===== src/rtl/sya_feeder_if.sv =====
`default_nettype none
// ============================================================================
//  Module   : sya_feeder_if
//  Purpose  : Bundle of configuration, activation/weight stream and PE-array
//             control signals between a tile source and sya_feeder.
//  Ports    : master - tile source side (drives Cfg*, Act*, Wgt*)
//             slave  - feeder side (drives CfgRdy, ActRdy, WgtRdy, InAct_W,
//                      InWgt_N, En, Reset, Done)
//  Revision : 1.0 - initial release
// ============================================================================
interface sya_feeder_if #(
    parameter int ACT_WIDTH = 8,
    parameter int WGT_WIDTH = 8,
    parameter int CHN_WIDTH = 16,
    parameter int NUM_ROW   = 16,
    parameter int NUM_COL   = 16
) ();
    logic [CHN_WIDTH-1:0]         CfgChn;
    logic                         CfgVld;
    logic                         CfgRdy;
    logic [NUM_ROW*ACT_WIDTH-1:0] ActIn;
    logic                         ActVld;
    logic                         ActRdy;
    logic [NUM_COL*WGT_WIDTH-1:0] WgtIn;
    logic                         WgtVld;
    logic                         WgtRdy;
    logic [NUM_ROW*ACT_WIDTH-1:0] InAct_W;
    logic [NUM_COL*WGT_WIDTH-1:0] InWgt_N;
    logic [NUM_ROW*NUM_COL-1:0]   En;
    logic [NUM_ROW*NUM_COL-1:0]   Reset;
    logic                         Done;

    modport master (
        output CfgChn, CfgVld, ActIn, ActVld, WgtIn, WgtVld,
        input  CfgRdy, ActRdy, WgtRdy, InAct_W, InWgt_N, En, Reset, Done
    );

    modport slave (
        input  CfgChn, CfgVld, ActIn, ActVld, WgtIn, WgtVld,
        output CfgRdy, ActRdy, WgtRdy, InAct_W, InWgt_N, En, Reset, Done
    );
endinterface
`default_nettype wire


===== src/rtl/sya_feeder.sv =====
`default_nettype none
// ============================================================================
//  Module   : sya_feeder
//  Purpose  : Feeds a NUM_ROW x NUM_COL systolic array. Accepts a tile of K
//             channel beats, skews activations onto the west edge and weights
//             onto the north edge, generates per-PE accumulate enables and a
//             beat-0 accumulator clear, and pulses Done once every PE holds
//             its final partial sum.
//  Ports    : clk  - clock, rising edge
//             rst  - synchronous active-high reset
//             bus  - sya_feeder_if.slave: CfgChn/CfgVld/CfgRdy tile config,
//                    ActIn/ActVld/ActRdy and WgtIn/WgtVld/WgtRdy beat streams,
//                    InAct_W/InWgt_N skewed edge data, En/Reset per-PE
//                    controls (bit r*NUM_COL+c), Done completion pulse
//  Revision : 1.0 - initial release
// ============================================================================
module sya_feeder #(
    parameter int ACT_WIDTH = 8,
    parameter int WGT_WIDTH = 8,
    parameter int CHN_WIDTH = 16,
    parameter int NUM_ROW   = 16,
    parameter int NUM_COL   = 16
) (
    input  logic          clk,
    input  logic          rst,
    sya_feeder_if.slave   bus
);

    // A beat reaches PE(r,c) r+c+1 cycles after it fires, so the control
    // pipe needs NUM_ROW+NUM_COL-1 stages; DRAIN lasts the same number of
    // cycles so the last En has been issued when DONE is entered.
    localparam int c_DEPTH = NUM_ROW + NUM_COL - 1;
    localparam int c_DRN_W = $clog2(c_DEPTH + 1);
    localparam logic [c_DRN_W-1:0] c_DRAIN_LAST = c_DRN_W'(c_DEPTH - 1);

    localparam logic [1:0] c_IDLE  = 2'd0;
    localparam logic [1:0] c_FEED  = 2'd1;
    localparam logic [1:0] c_DRAIN = 2'd2;
    localparam logic [1:0] c_DONE  = 2'd3;

    logic [1:0]           r_state;
    logic [CHN_WIDTH-1:0] r_cfgChn;
    logic [CHN_WIDTH-1:0] r_beatCnt;
    logic [c_DRN_W-1:0]   r_drainCnt;
    logic [c_DEPTH-1:0]   r_vPipe;
    logic [c_DEPTH-1:0]   r_fPipe;

    logic                 w_fire;
    logic                 w_first;
    logic [CHN_WIDTH-1:0] w_beatNext;

    assign w_fire     = (r_state == c_FEED) & bus.ActVld & bus.WgtVld;
    // Beat counter is cleared on config accept, so a zero count marks beat 0.
    assign w_first    = w_fire & (r_beatCnt == '0);
    // Cannot wrap: the counter never exceeds the latched channel count.
    assign w_beatNext = r_beatCnt + CHN_WIDTH'(1);

    assign bus.CfgRdy = (r_state == c_IDLE);
    assign bus.ActRdy = (r_state == c_FEED) & bus.WgtVld;
    assign bus.WgtRdy = (r_state == c_FEED) & bus.ActVld;
    assign bus.Done   = (r_state == c_DONE);

    // ------------------------------------------------------------------
    // Tile sequencing
    // ------------------------------------------------------------------
    always_ff @(posedge clk) begin
        if (rst) begin
            r_state    <= c_IDLE;
            r_cfgChn   <= '0;
            r_beatCnt  <= '0;
            r_drainCnt <= '0;
        end else begin
            case (r_state)
                c_IDLE: begin
                    if (bus.CfgVld) begin
                        r_cfgChn  <= bus.CfgChn;
                        r_beatCnt <= '0;
                        r_state   <= (bus.CfgChn == '0) ? c_DONE : c_FEED;
                    end
                end
                c_FEED: begin
                    if (w_fire) begin
                        if (w_beatNext == r_cfgChn) begin
                            r_state    <= c_DRAIN;
                            r_drainCnt <= '0;
                        end else begin
                            r_beatCnt <= w_beatNext;
                        end
                    end
                end
                c_DRAIN: begin
                    if (r_drainCnt == c_DRAIN_LAST) begin
                        r_state <= c_DONE;
                    end else begin
                        r_drainCnt <= r_drainCnt + c_DRN_W'(1);
                    end
                end
                c_DONE: begin
                    r_state <= c_IDLE;
                end
                default: begin
                    r_state <= c_IDLE;
                end
            endcase
        end
    end

    // ------------------------------------------------------------------
    // Beat-valid and beat-0 flag pipes; stage k feeds every PE with r+c == k
    // ------------------------------------------------------------------
    always_ff @(posedge clk) begin
        if (rst) begin
            r_vPipe <= '0;
            r_fPipe <= '0;
        end else begin
            r_vPipe[0] <= w_fire;
            r_fPipe[0] <= w_first;
            for (int k = 1; k < c_DEPTH; k++) begin
                r_vPipe[k] <= r_vPipe[k-1];
                r_fPipe[k] <= r_fPipe[k-1];
            end
        end
    end

    logic [NUM_ROW*NUM_COL-1:0] w_en;
    logic [NUM_ROW*NUM_COL-1:0] w_clr;

    always_comb begin
        w_en  = '0;
        w_clr = '0;
        for (int r = 0; r < NUM_ROW; r++) begin
            for (int c = 0; c < NUM_COL; c++) begin
                w_en[r*NUM_COL+c]  = r_vPipe[r+c];
                w_clr[r*NUM_COL+c] = r_fPipe[r+c];
            end
        end
    end

    assign bus.En    = w_en;
    assign bus.Reset = w_clr;

    // ------------------------------------------------------------------
    // Data skew: lane i is delayed i+1 cycles. Stalled cycles inject zero,
    // so bubbles travel down the pipe as zero data.
    // ------------------------------------------------------------------
    logic [ACT_WIDTH-1:0] w_actLane [NUM_ROW];
    logic [WGT_WIDTH-1:0] w_wgtLane [NUM_COL];

    generate
        for (genvar gr = 0; gr < NUM_ROW; gr++) begin : g_row
            logic [ACT_WIDTH-1:0] r_sh [gr+1];

            always_ff @(posedge clk) begin
                if (rst) begin
                    for (int k = 0; k <= gr; k++) begin
                        r_sh[k] <= '0;
                    end
                end else begin
                    r_sh[0] <= w_fire ? bus.ActIn[gr*ACT_WIDTH +: ACT_WIDTH] : '0;
                    for (int k = 1; k <= gr; k++) begin
                        r_sh[k] <= r_sh[k-1];
                    end
                end
            end

            assign w_actLane[gr] = r_sh[gr];
        end

        for (genvar gc = 0; gc < NUM_COL; gc++) begin : g_col
            logic [WGT_WIDTH-1:0] r_sh [gc+1];

            always_ff @(posedge clk) begin
                if (rst) begin
                    for (int k = 0; k <= gc; k++) begin
                        r_sh[k] <= '0;
                    end
                end else begin
                    r_sh[0] <= w_fire ? bus.WgtIn[gc*WGT_WIDTH +: WGT_WIDTH] : '0;
                    for (int k = 1; k <= gc; k++) begin
                        r_sh[k] <= r_sh[k-1];
                    end
                end
            end

            assign w_wgtLane[gc] = r_sh[gc];
        end
    endgenerate

    logic [NUM_ROW*ACT_WIDTH-1:0] w_actW;
    logic [NUM_COL*WGT_WIDTH-1:0] w_wgtN;

    always_comb begin
        w_actW = '0;
        for (int r = 0; r < NUM_ROW; r++) begin
            w_actW[r*ACT_WIDTH +: ACT_WIDTH] = w_actLane[r];
        end
    end

    always_comb begin
        w_wgtN = '0;
        for (int c = 0; c < NUM_COL; c++) begin
            w_wgtN[c*WGT_WIDTH +: WGT_WIDTH] = w_wgtLane[c];
        end
    end

    assign bus.InAct_W = w_actW;
    assign bus.InWgt_N = w_wgtN;

endmodule
`default_nettype wire

===== src/flat_wrapper.sv =====
// flat-port wrapper written by rule: the top's interface ports become plain ports
module sya_feeder_flat 
#(
    parameter int ACT_WIDTH = 8,
    parameter int WGT_WIDTH = 8,
    parameter int CHN_WIDTH = 16,
    parameter int NUM_ROW   = 16,
    parameter int NUM_COL   = 16
)
  (clk, rst, bus_CfgChn, bus_CfgVld, bus_ActIn, bus_ActVld, bus_WgtIn, bus_WgtVld, bus_CfgRdy, bus_ActRdy, bus_WgtRdy, bus_InAct_W, bus_InWgt_N, bus_En, bus_Reset, bus_Done);
  sya_feeder_if #(.ACT_WIDTH(ACT_WIDTH), .WGT_WIDTH(WGT_WIDTH), .CHN_WIDTH(CHN_WIDTH), .NUM_ROW(NUM_ROW), .NUM_COL(NUM_COL)) bus_i ();
  input  logic clk;
  input  logic rst;
  input wire logic [$bits(bus_i.CfgChn)-1:0] bus_CfgChn;
  input wire logic [$bits(bus_i.CfgVld)-1:0] bus_CfgVld;
  input wire logic [$bits(bus_i.ActIn)-1:0] bus_ActIn;
  input wire logic [$bits(bus_i.ActVld)-1:0] bus_ActVld;
  input wire logic [$bits(bus_i.WgtIn)-1:0] bus_WgtIn;
  input wire logic [$bits(bus_i.WgtVld)-1:0] bus_WgtVld;
  output wire logic [$bits(bus_i.CfgRdy)-1:0] bus_CfgRdy;
  output wire logic [$bits(bus_i.ActRdy)-1:0] bus_ActRdy;
  output wire logic [$bits(bus_i.WgtRdy)-1:0] bus_WgtRdy;
  output wire logic [$bits(bus_i.InAct_W)-1:0] bus_InAct_W;
  output wire logic [$bits(bus_i.InWgt_N)-1:0] bus_InWgt_N;
  output wire logic [$bits(bus_i.En)-1:0] bus_En;
  output wire logic [$bits(bus_i.Reset)-1:0] bus_Reset;
  output wire logic [$bits(bus_i.Done)-1:0] bus_Done;
  assign bus_i.CfgChn = bus_CfgChn;
  assign bus_i.CfgVld = bus_CfgVld;
  assign bus_i.ActIn = bus_ActIn;
  assign bus_i.ActVld = bus_ActVld;
  assign bus_i.WgtIn = bus_WgtIn;
  assign bus_i.WgtVld = bus_WgtVld;
  assign bus_CfgRdy = bus_i.CfgRdy;
  assign bus_ActRdy = bus_i.ActRdy;
  assign bus_WgtRdy = bus_i.WgtRdy;
  assign bus_InAct_W = bus_i.InAct_W;
  assign bus_InWgt_N = bus_i.InWgt_N;
  assign bus_En = bus_i.En;
  assign bus_Reset = bus_i.Reset;
  assign bus_Done = bus_i.Done;
  sya_feeder #(.ACT_WIDTH(ACT_WIDTH), .WGT_WIDTH(WGT_WIDTH), .CHN_WIDTH(CHN_WIDTH), .NUM_ROW(NUM_ROW), .NUM_COL(NUM_COL)) u_core (.clk(clk), .rst(rst), .bus(bus_i));
endmodule

===== config.mk =====
export PLATFORM = sky130hd
export DESIGN_NAME = sya_feeder_flat
export DESIGN_NICKNAME = d
export VERILOG_FILES = /design/src/rtl/sya_feeder_if.sv /design/src/rtl/sya_feeder.sv /design/src/flat_wrapper.sv
export SDC_FILE = /design/constraint.sdc
export NUM_CORES = 2
export LEC_CHECK = 0
export ABC_AREA = 1
export BUFFER_PORTS_ARGS = -buffer_cell sky130_fd_sc_hd__buf_2
export CORE_AREA = 2 2 405 407
export CTS_BUF_LIST = sky130_fd_sc_hd__clkbuf_16
export DETAILED_ROUTE_END_ITERATION = 7
export DIE_AREA = 0 0 407 409
export HOLD_SLACK_MARGIN = 0.05
export PLACE_DENSITY = 0.69
export SKIP_CTS_REPAIR_TIMING = 1
export SLEW_MARGIN = 10
export SYNTH_ARGS = -nofsm -noshare
export SYNTH_HDL_FRONTEND = slang
export SYNTH_SLANG_ARGS = --single-unit

===== constraint.sdc =====
create_clock -name clk -period 2.8 [get_ports clk]
set_clock_uncertainty 0.2 [all_clocks]
set_input_delay 0.42 -clock clk [delete_from_list [all_inputs] [get_ports clk]]
set_output_delay 0.42 -clock clk [all_outputs]
set_load 0.02 [all_outputs]

# Word level (Yosys, flattened, before mapping)
# Memories as Yosys holds them, arrays and structs flattened.
# Index checks and enable logic that the tools add are counted.
[word_totals] ramBits=2176 regBits=101 wordCells=659 n_memories=32 out_inout_bits=772
[mem_list] name="u_core.g_col[15].r_sh" depth=16 word_bits=8 read_ports=16 rd_ports_with_merged_regs=0 write_ports=16 line="sya_feeder.sv:170" text="logic [WGT_WIDTH-1:0] r_sh [gc+1];"
[mem_list] name="u_core.g_row[15].r_sh" depth=16 word_bits=8 read_ports=16 rd_ports_with_merged_regs=0 write_ports=16 line="sya_feeder.sv:151" text="logic [ACT_WIDTH-1:0] r_sh [gr+1];"
[mem_list] name="u_core.g_col[14].r_sh" depth=15 word_bits=8 read_ports=15 rd_ports_with_merged_regs=0 write_ports=15 line="sya_feeder.sv:170"
[mem_list] name="u_core.g_row[14].r_sh" depth=15 word_bits=8 read_ports=15 rd_ports_with_merged_regs=0 write_ports=15 line="sya_feeder.sv:151"
[mem_list] name="u_core.g_col[13].r_sh" depth=14 word_bits=8 read_ports=14 rd_ports_with_merged_regs=0 write_ports=14 line="sya_feeder.sv:170"
[mem_list] name="u_core.g_row[13].r_sh" depth=14 word_bits=8 read_ports=14 rd_ports_with_merged_regs=0 write_ports=14 line="sya_feeder.sv:151"
[mem_list] name="+26 memories"
[op_classes] n_eq_ne=11 muxes=323 n_addsub=2 bitwise=274 n_reduce_logical=11
[ops] cell="$mux W8" count=304
[ops] cell="$or A1 B1 Y1" count=270
[ops] cell="$mux W16" count=3
[ops] cell="$logic_not A16 Y1" count=2
[ops] cell="$pmux W16 S2" count=1
[ops] cell="$add A16 B1 Y16 const B" count=1
[ops] cell="$eq A16 B16 Y1" count=1
[ops] cell="$reduce_or A8 Y1" count=2
[ops] cell="$mux W5" count=3
[ops] cell="$reduce_and A4 Y1" count=3
[ops] cell="$mux W2" count=5
[ops] cell="$pmux W5 S2" count=1
[ops] cell="$ne A2 B2 Y1 const B" count=4
[ops] cell="$pmux W2 S4" count=1
[ops] cell="$add A5 B1 Y5 const B" count=1
[ops] cell="$eq A5 B5 Y1 const B" count=1
[ops] cell="$mux W1" count=5
[ops] cell="$and A1 B1 Y1" count=4
[ops] cell="$eq A2 B2 Y1 const B" count=2
[ops] cell="$ne A2 B1 Y1 const B" count=2
[ops] cell="$reduce_bool A2 Y1" count=2
[ops] cell="$eq A2 B1 Y1 const B" count=1
[ops] cell="$logic_not A2 Y1" count=1
[ops] cell="$reduce_and A2 Y1" count=1

# Longest topological paths before layout
[depth] ltp_word=5 depth_mapped=19 ltp_nobuf=18

# Least setup slack after synthesis
# Ideal clock, no wire load.
[synth_timing] kind="register -> register" startpoint="register u_core.r_beatCnt[0]" endpoint="register u_core.r_beatCnt[10]" slack_ps=549 path_buffers=2 path_stages_with_launch=17 required_ps=2485 arrival_ps=1936 cell_sequence="dfxtp_1 buf_2 inv_1 ha_1 xnor2_1 nand2_1 nor2_1 nand2_1 nor2_1 nand3_1 nor2_1 nand2_1 nand2_2 nand2_2 buf_2 a21oi_1 nor2_1"
[synth_via] elab_chain_cells=4
[synth_rtl] item="from (decl)" line="sya_feeder.sv:43" text="logic [CHN_WIDTH-1:0] r_beatCnt;"
[synth_rtl] item="from (signal assigned)" line="sya_feeder.sv:87" text="r_beatCnt <= w_beatNext;"
[synth_rtl] item="$add A16 B1 Y16 *" line="sya_feeder.sv:56" text="assign w_beatNext = r_beatCnt + CHN_WIDTH'(1);"
[synth_rtl] item="$eq A16 B16 Y1 / $mux W16 (equally long branches)" line="sya_feeder.sv:83" text="if (w_beatNext == r_cfgChn) begin"
[synth_rtl] item="$ne A2 B2 Y1 (no line) / $mux W16 (equally long branches)"
[synth_rtl] item="$reduce_and A4 Y1 (no line) / $pmux W16 S2 (equally long branches)"
# Every way passes the cells marked *; elsewhere a longest branch is shown, timed or not. The select of a mux whose other input is x is not followed.
# A chain may end at the register's enable or synchronous reset.

# Worst setup path in the final report
[layout_timing] startpoint="register u_core.r_fPipe[18]" endpoint="output bus_Reset[93]"
[layout_lines] item="from (decl)" line="sya_feeder.sv:46" text="logic [c_DEPTH-1:0] r_fPipe;"
[layout_lines] item="from (signal, indexed assignment)" line="sya_feeder.sv:120" text="r_fPipe[k] <= r_fPipe[k-1];"
[layout_lines] item="to (decl)" line="flat_wrapper.sv:26" text="output wire logic [$bits(bus_i.Reset)-1:0] bus_Reset;"
# No word-level cell between the ends.

==> flow_summary.toml <==
[status]
run_status = "finished clean"

[grt]
global_route_wire_length_before_repair_um = 201100
grt_util_all_layers_pct = 15.45
grt_antenna_before_repair = 22
grt_max_degree = 137
vias_in_the_first_global_route = 37947
grt-ovfl-total = 0

[power_and_ir_drop]
power_leakage_nw = 36.69
vdd_drop_max_uv = 612.8
power_per_cell_area_mw_per_mm2 = 780.9

[cts]
cts_root_buf = "sky130_fd_sc_hd__clkbuf_16"
skew_pair_late_insertion_delay_ns = 0.82
cts_clock_pin_slew_for_the_worst_setup_and_hold_paths_ns = 0.06
cts_tree = "done"
clock_tree.htree_level_count = 4
tritoncts_num_sinks = 2277
cts-buffers-inserted = 212
ctsLongestPathBuffers = 3

[critical_path]
timing.critical_path.required_ns = 2.18
cp.buffers_inverters = 1
worst-setup-path-type = "register to output pin"
crit_path_max_fanout = 14
timing.critical_path.arrival_ns = 2.09
critical_path.cell_chain = "buf_2"
cp_slowest_stage_delay_ns = 0.96
cpMaxStageDelayCell = "sky130_fd_sc_hd__dfxtp_1"
critical-path-top-delay-family = "flip-flops"
worst_setup_path_start_kind = "register"
endpoint_kind = "output pin"

[routing]
detail_route.iter0.violations = 2063
detailroute.wirelength.met2_um = 66720
ant_nets = 0
drt_first_pass_iters = 4
met3_wirelength_um = 9704
routed_wl_um = 137100
drc = 0
met1_length_um = 55960
num_vias = 42761
detail_route.vias_per_cell = 3.850
wl_per_cell_um = 12.35
top_routing_layer_in_use = "met5"

[sta]
final_setup_violating_endpoints = 0
worst_slew_margin_rel_pct = 34.40
period_needed_ns = 2.706
fin_ws_ns = 0.09409
timing_hold_violations_final = 0
worst-slew-pin-transition_ns = 0.9827
report.final.slew_viol_count = 0
fmaxAchievable_ghz = 0.3696
rsz0062_at_grt = "no"
min_period_over_period_pct = 96.64

[floorplanning]
floorplan.initialDensity_pct = 43.25
total_die_area_mm2 = 0.1665
core_box_area_mm2 = 0.1620
die-width_um = 407
die_h_um = 409
num_rows = 148
boundaryPins = 1049

[cells_and_area]
area_growth_syn_to_layout_pct = 18.19
design_area_mm2 = 0.08283
drive_gt1_share_pct = 16.26
layout_commonest_cell = "sky130_fd_sc_hd__nor2_1"
layout.nets = 9038
final_cell_mix = "sky130_fd_sc_hd__nor2_1, sky130_fd_sc_hd__inv_1, sky130_fd_sc_hd__dfxtp_1"

[placed_design]
placed_area_mm2 = 0.07305
dp_hpwl_um = 91000
finalWeightedCongestion = 0.9473
place.port_buffers = 1048
preCtsSetupSlack_ns = 0.1290

[synthesis]
yosysUniqueCellTypes = 26
netlist_top_cells_area = "sky130_fd_sc_hd__dfxtp_1, sky130_fd_sc_hd__nor2_1, sky130_fd_sc_hd__inv_1, sky130_fd_sc_hd__buf_4, sky130_fd_sc_hd__clkbuf_1"
synth_top_area_cell = "sky130_fd_sc_hd__dfxtp_1"
post_synth.cell_area_avg_um2 = 8.705
synth_warnings = 0
synth-seq-cells = 2277
mappedNetlistArea_mm2 = 0.07009
yosys.area.top_type_share_pct = 65.04
postSynthCellCount = 8051
syn_nets = 8336
portion_of_the_post_synthesis_area_used_by_sequential_elements_pct = 65.04

[hold_path]
hold_path_class = "input pin to register"

[job]
maxCapViolations = 0
-- cell families after synthesis --
family                   count (synthesis)  synth area share, %
flip-flops                            2277                65.04
adder cells (fa/ha/maj)                  8               0.1428
AND/OR/NAND/NOR                       2508                13.66
buffers and inverters                 3206                20.76
AO/OA/AOI/OAI                           46               0.3285
XOR/XNOR                                 6              0.07499
-- synthesized netlist by cell type --
| library cell | count |
|---|---|
| sky130_fd_sc_hd__clkbuf_1 | 254 |
| sky130_fd_sc_hd__or2_2 | 1 |
| sky130_fd_sc_hd__buf_6 | 1 |
| sky130_fd_sc_hd__inv_1 | 2274 |
| sky130_fd_sc_hd__nand2_1 | 110 |
| sky130_fd_sc_hd__nor3_1 | 1 |
| sky130_fd_sc_hd__ha_1 | 8 |
| sky130_fd_sc_hd__o21ai_1 | 1 |
| sky130_fd_sc_hd__xor2_1 | 3 |
| sky130_fd_sc_hd__xnor2_1 | 3 |
| sky130_fd_sc_hd__nor4_1 | 7 |
| sky130_fd_sc_hd__nand3_1 | 45 |
| sky130_fd_sc_hd__buf_2 | 3 |
| sky130_fd_sc_hd__clkinv_1 | 2 |
| sky130_fd_sc_hd__a21oi_1 | 23 |
| sky130_fd_sc_hd__buf_4 | 667 |
| sky130_fd_sc_hd__o21ai_0 | 22 |
| sky130_fd_sc_hd__nor2_1 | 2319 |
| sky130_fd_sc_hd__dfxtp_1 | 2277 |
| sky130_fd_sc_hd__inv_2 | 1 |
| sky130_fd_sc_hd__nand3b_1 | 5 |
| sky130_fd_sc_hd__buf_1 | 4 |
| sky130_fd_sc_hd__nor2_2 | 2 |
| sky130_fd_sc_hd__nand4_1 | 12 |
| sky130_fd_sc_hd__nor2_4 | 2 |
| sky130_fd_sc_hd__nand2_2 | 4 |
-- where the power goes --
part           internal [mW]  switching, mW  total (mW)  leakage, nW
Sequential              32.8          0.305        33.1         18.3
Clock                   15.9           12.1        28.0         3.52
Combinational           1.38           2.19        3.57         14.8
Total                   50.1           14.6        64.7         36.7
-- layer usage --
| layer | vias to the layer above | GRT usage (%) |
|---|---|---|
| li1 | 22777 | - |
| met1 | 18748 | 17.68 |
| met2 | 963 | 26.49 |
| met3 | 257 | 5.082 |
| met4 | 16 | 5.990 |
| met5 | - | 0 |
-- flip-flops by register name (all words and copies together) (netlist names) --
name               count
u_core.r_state         2
u_core.r_vPipe        31
u_core.g_col.r_sh   1088
u_core.r_drainCnt      5
u_core.g_row.r_sh   1088
u_core.r_beatCnt      16
u_core.r_fPipe        31
u_core.r_cfgChn       16
-- final cells by class --
class	count	area, um^2
fillers	14455	79200
flip-flops and latches	2277	45580
multi-input cells	2568	9971
repair buffers	1417	9047
inverters	2277	8558
clock buffers	213	5330
well taps	2175	2721
clock inverters	171	1598
diodes	9	22.52
-- stage by stage --
stage          std cells  hold slack [ns]  TNS (ns)  util [%]  power [mW]
2_1_floorplan       8051           0.1883         0         -       35.79
3_3_place_gp       10434           0.1882         0     45.09       37.10
3_5_place_dp       10434           0.1916         0     45.09       37.09
4_1_cts            10818          -0.4720  -0.02181     49.36       65.11
5_1_grt            11102          0.07249         0     51.11       67.34
6_report           11107           0.1126         0     51.12       64.68
-- worst paths after layout --
| path | from | endpoint | slack [ns] | cells after the start |
|---|---|---|---|---|
| setup / recovery | u_core.r_fPipe[18] | bus_Reset[93] | 0.09 | 1 |
| hold / removal | bus_ActVld | u_core.r_vPipe[0] | 0.11 | 6 |
| setup reg to reg | u_core.r_beatCnt[0] | u_core.r_beatCnt[9] | 0.23 | 18 |
| hold reg to reg | u_core.g_row[15].r_sh[1][15] | u_core.g_row[15].r_sh[1][23] | 0.16 | 2 |
Note: power is estimated with default switching activity, not from simulation.
